**src/rtl/fifo_uart_tx.sv**
```systemverilog
// fifo_uart_tx: pops bytes from a FIFO and serializes them as UART 8N1 frames
module fifo_uart_tx #(
  parameter int CLKS_PER_BIT = 16
) (
  input  logic       clk,
  input  logic       rst_n,
  input  logic       enable,
  input  logic       fifo_empty,
  input  logic [7:0] fifo_data,
  output logic       fifo_rd_en,
  output logic       tx,
  output logic       busy,
  output logic [7:0] frames_sent
);
  typedef enum logic [2:0] {IDLE, LOAD, START, DATA, STOP} state_t;
  localparam logic [15:0] LAST = 16'(CLKS_PER_BIT - 1);
  state_t state, state_n;
  logic [15:0] timer, timer_n;
  logic [2:0] idx, idx_n;
  logic [7:0] shift, shift_n, frames_n;
  logic tx_n, bit_end;
  assign bit_end = timer == LAST;
  assign busy = state != IDLE;
  assign fifo_rd_en = rst_n && state == IDLE && enable && !fifo_empty;
  // state and datapath registers; reset abandons any frame in flight
  always_ff @(posedge clk)
    if (!rst_n) begin
      state <= IDLE;
      timer <= '0;
      idx <= '0;
      shift <= '0;
      tx <= 1'b1;
      frames_sent <= '0;
    end else begin
      state <= state_n;
      timer <= timer_n;
      idx <= idx_n;
      shift <= shift_n;
      tx <= tx_n;
      frames_sent <= frames_n;
    end
  // next-state: bit timer runs only while a symbol is on the line
  always_comb begin
    state_n = state;
    idx_n = idx;
    shift_n = shift;
    tx_n = tx;
    frames_n = frames_sent;
    timer_n = (state inside {START, DATA, STOP} && !bit_end) ? timer + 16'd1 : '0;
    case (state)
      IDLE: begin
        tx_n = 1'b1;
        state_n = fifo_rd_en ? LOAD : IDLE;
      end
      LOAD: begin
        shift_n = fifo_data;
        tx_n = 1'b0;
        state_n = START;
      end
      START:
        if (bit_end) begin
          idx_n = '0;
          tx_n = shift[0];
          state_n = DATA;
        end
      DATA:
        if (bit_end) begin
          if (idx == 3'd7) begin
            tx_n = 1'b1;
            state_n = STOP;
          end else begin
            shift_n = shift >> 1;
            idx_n = idx + 3'd1;
            tx_n = shift[1];
          end
        end
      STOP:
        if (bit_end) begin
          frames_n = frames_sent + 8'd1;
          state_n = IDLE;
        end
      default: state_n = IDLE;
    endcase
  end
endmodule

```
**config.mk**
```make
export PLATFORM = sky130hd
export DESIGN_NAME = fifo_uart_tx
export DESIGN_NICKNAME = d
export VERILOG_FILES = /design/src/rtl/fifo_uart_tx.sv
export SDC_FILE = /design/constraint.sdc
export NUM_CORES = 1
export LEC_CHECK = 0
export CAP_MARGIN = 10
export CORE_MARGIN = 2
export CORE_UTILIZATION = 49
export DETAILED_ROUTE_END_ITERATION = 8
export PLACE_DENSITY_LB_ADDON = 0.12
export RECOVER_POWER = 50
export SKIP_LAST_GASP = 1
export SYNTH_ARGS = -nofsm -noshare
export SYNTH_HDL_FRONTEND = slang
export SYNTH_SLANG_ARGS = --single-unit
export TNS_END_PERCENT = 30
```
**constraint.sdc**
```tcl
create_clock -name clk -period 5.4 [get_ports clk]
set_input_delay 0.81 -clock clk [delete_from_list [all_inputs] [get_ports clk]]
set_output_delay 0.81 -clock clk [all_outputs]
set_load 0.1 [all_outputs]
```
== After elaboration in Yosys (flattened, before gate mapping) ==
Index checks and enable logic that the tools add are counted.

* $add $sub $neg: 3
* Eq/ne operators: 11
* Multiplexer cells: 16
* Reduce and logical (&&, ||, !) cells: 18

{| class="wikitable"
|+ Operator list
! kind !! number
|-
| 3-bit 2-to-1 mux || 6
|-
| 16-bit by 1-bit adder with 16-bit output, second input constant || 1
|-
| 16-bit by 4-bit == test with 1-bit output, second input constant || 1
|-
| 8-bit 2-to-1 mux || 2
|-
| 8-bit one-hot mux with 2 select lines || 1
|-
| 3-bit one-hot mux with 5 select lines || 1
|-
| 8-bit by 1-bit adder with 8-bit output, second input constant || 1
|-
| 2-bit inequality test, second input constant || 4
|-
| 4-bit AND reduction || 2
|-
| 3-bit by 2-bit == test with 1-bit output, second input constant || 2
|-
| 3-bit == test, second input constant || 2
|-
| 3-bit one-hot mux with 2 select lines || 1
|-
| 3-bit AND reduction || 2
|-
| 3-bit nonzero test || 2
|-
| 1-bit logical AND || 4
|-
| 1-bit 2-to-1 mux || 4
|-
| 1-bit one-hot mux with 4 select lines || 1
|-
| 2-bit AND reduction || 2
|-
| 2-bit nonzero test || 2
|-
| 4-bit nonzero test || 1
|-
| 3-bit by 1-bit adder with 3-bit output, second input constant || 1
|-
| 3-bit by 1-bit == test with 1-bit output, second input constant || 1
|-
| 3-bit zero test || 1
|-
| 1-bit zero test || 2
|-
| 2-bit by 1-bit inequality test with 1-bit output, second input constant || 1
|}

* Flip-flop bits (word level): 39
* Input bits: 12
* Output and inout bits: 11
* Logic and storage cells: 54

== Logic depth before layout (Yosys ltp) ==
* Depth after elaboration: 6
* Gate-level depth with buffers: 7
* Gate-level depth less buffers: 6

== Least setup slack after synthesis ==
OpenSTA, ideal clock, no wires.

* Kind: input -> output
* Start: in rst_n
* End: out fifo_rd_en
* Arrival: 1.953 ns
* Data required time: 4.590 ns
* Path slack: 2.637 ns
* Stages: 4
* Path buffers: 1
* Path through: inv_1 -> clkbuf_1 -> nor2_1 -> and3_1

* Cells in the longest elaborated chain, start to end: 3

{| class="wikitable"
|+ RTL lines
! what !! line !! text
|-
| start, declared || 6 || <nowiki>input logic rst_n,</nowiki>
|-
| 1-bit logical AND (3 in series) || 24 || <nowiki>assign fifo_rd_en = rst_n && state == IDLE && enable && !fifo_empty;</nowiki>
|-
| end, declared || 10 || <nowiki>output logic fifo_rd_en,</nowiki>
|}

Every way passes these cells.

== Worst setup path after layout ==
Ends and elaborated chain as after synthesis.

==> impl_results.md <==
* Fillcell total at 337
* Crit-path cells: dlygate4sd3_1, inv_1, nor2_1, and3_1, clkdlybuf4s50_1
* Power density cells at 256 nW/um^2
* Post-route ant nets at 0
* Final non-filler cell area at 2180 um^2
* CTS tree: built
* Core Footprint at 3660 um^2
* CTS H-tree depth at 2
* Hold Crit Class: register to register
* Crit Path Category: input pin to primary output
* Hold slack final at 0.467 ns
* Syn. warnings at 0
* RSZ-0062 raised after global routing: false
* Slowest cell on the critical path: clkdlybuf4s50_1
* Gp weighted congestion at 0.778
* Max Fclk at 236 MHz
* Wire per inst at 14.1 um
* P_sw at 0.000140 W
* Inst Count DP at 271
* Num CTS Buffers at 5
* CP Launch Type: input pin
* Sequential share of power at 0.542
* WP buf/inv at 3
* Die Footprint at 4330 um^2
* CP peak stage delay at 1.12 ns
* WL final at 3.92 mm
* Die width at 65.8 um
* Most area-hungry cell type in the Yosys netlist: dfxtp_1
* Vias in the first global route at 1,554
* Async S/R FF share, synth at 0
* Clock Skews at 0.00437 ns
* DRT iter0 DRCs at 196
* Pint at 0.000418 W
* Maximum buffer depth of the clock tree at 2
* Fin. max-slew vios at 0
* Final nets at 246
* PostCTS Resize Cnt at 0
* Final Non-Filler Cells at 278
* Area fraction of the dominant cell type after synthesis at 0.417
* EDFF count, synth at 0
* Worst Hold Depth at 1
* # setup viols final at 0
* Total grt overflow at 0
* Share of cells above drive strength 1 at 0.0391
* Worst-Skew Late Latency at 0.28 ns
* Slew @ Worst Pin at 1.05 ns
* CTS root buf: clkbuf_8
* Initial antenna violation count at 0
* Site row count at 22
* Diodes inserted at 0
* Post-synth cell types at 41
* Status: completed
* Hold Buf Count CTS at 0
* Slew margin rel. at 0.297
* Largest net degree at the start of global routing at 24
* Vias per inst at 5.92
* Clk sinks at 39
* Max VDD drop at 0.152 mV
* Total GRT Usage at 0.199
* Setup crit end kind: primary output
* CP top delay family: buffers and inverters
* WP data arrival at 3.43 ns
* Area growth from synthesis to final layout at 16.6%
* Reg clk slew, reported paths at 0.07 ns
* Synthesis-stage register bit count at 39
* Via count at 1,646
* Residual DRC at 0
* Syn avg cell area at 8.96 um^2
* Critical path peak fanout at 20
* Dpl hpwl at 2.77 mm
* Clk pwr share at 0.346
* Initial Utilization at 0.511
* DRT Pass-1 Iters at 4
* Final min period at 4.24 ns
* R2R cell count at 5
* Final hold viol count at 0
* Part of the cycle the worst path needs at 0.786
* Core Util, Final at 0.596
* CP Depth at 5
* Register area share after synthesis at 0.417
* Area post-placement at 2110 um^2
* Top FF cell, synth: dfxtp_1
* Combinational power share at 0.111
* Static leakage at 0.763 nW
* Top cells by area, synth: dfxtp_1, xnor2_1, a21oi_1
* Setup_tns at 0 ns
* Number of port buffers at 22
* Mapped Area at 1870 um^2
* First-pass GRT wire length at 6.71 mm
* Mapped Cells at 209
* Die height at 65.8 um
* Crit path required time at 4.59 ns
* MaxCap Viol Count at 0
* Net Sw Frac at 0.251
* IO Count at 23
* Setup Fix Bufs, Post-CTS at 0
* Syn_nets at 225
-- cells in the final DEF, fill, tap and decap left out, drive strengths merged, types with 7 or more instances in the layout --
master,n
a21oi,19
a311oi,7
clkbuf,7
clkdlybuf4s50,21
dfxtp,39
inv,7
mux2i,9
nand2,11
nand3,10
nor2,17
o21ai,8
or4,8
xnor2,11
-- cell type report --
cell class | count | area [um^2] | share of cell area
sequential | 39 | 781 | 0.358
inverter | 7 | 26.3 | 0.0120
clock inverter | 1 | 5.00 | 0.00229
multi-input combinational | 154 | 1000 | 0.460
clock buffer | 6 | 82.6 | 0.0378
tap | 48 | 60.1 | 0.0275
timing repair buffer | 23 | 224 | 0.103
-- metrics by stage --
| step | setup WS [ns] | total power [W] |
|---|---|---|
| finish | 1.16 | 0.000559 |
| global route | 1.04 | 0.000586 |
| CTS | 1.25 | 0.000568 |
| detailed placement | 1.26 | 0.000372 |
| global placement | 1.35 | 0.000370 |
| floorplan | 2.64 | 0.000353 |
-- worst paths after layout --
check | startpoint | endpoint | slack [ns]
worst max-delay path | rst_n | fifo_rd_en | 1.16
worst min register to register | timer[0] | timer[0] | 0.47
worst min-delay path | timer[0] | timer[0] | 0.47
worst max register to register | timer[0] | frames_sent[5] | 2.81
-- flip-flops by register name (all words and copies together) (netlist names) --
signal,flops
frames_sent,8
idx,3
shift,8
state,3
timer,16
tx,1
-- synth_stat cells, types with 3 or more instances --
library cell  number
nor2_1            17
a311oi_1           7
ha_1               4
xnor2_1           11
o31ai_1            4
inv_1              7
mux2i_1            9
and2_1             3
nand2b_1           3
nor3_1             6
o21ai_0            8
nand2_1           11
dfxtp_1           39
or4_4              3
nand4_1            6
nor4_1             5
clkbuf_1           5
nand3_1           10
or4_1              5
and3_1             3
a21oi_1           19
-- power groups by stage --
stage                     combinational (W)  clock, W  sequential [W]
after floorplan                   0.0000418         0        0.000312
after global placement            0.0000610         0        0.000309
after detailed placement          0.0000630         0        0.000309
after CTS                         0.0000632  0.000202        0.000303
after global routing              0.0000671  0.000215        0.000304
final                             0.0000622  0.000193        0.000303
-- kinds of logic after synthesis --
logic type / count (synthesis) / share of synthesized area
XOR/XNOR: 13 / 0.0608
multiplexers: 9 / 0.0481
flip-flops: 39 / 0.417
adder cells (fa/ha/maj): 4 / 0.0267
AO/OA/AOI/OAI: 48 / 0.171
AND/OR/NAND/NOR: 80 / 0.235
buffers and inverters: 16 / 0.0408
-- routing by layer --
layer,wire length (um),part of all wire,up-vias,GRT usage
met5,0,0,-,0
met4,30,0.0077,0,0.107
met3,159,0.041,4,0.0477
met2,1970,0.50,35,0.322
met1,1750,0.45,786,0.243
li1,-,-,821,-
No activity file was read; power rests on OpenSTA's default activity.
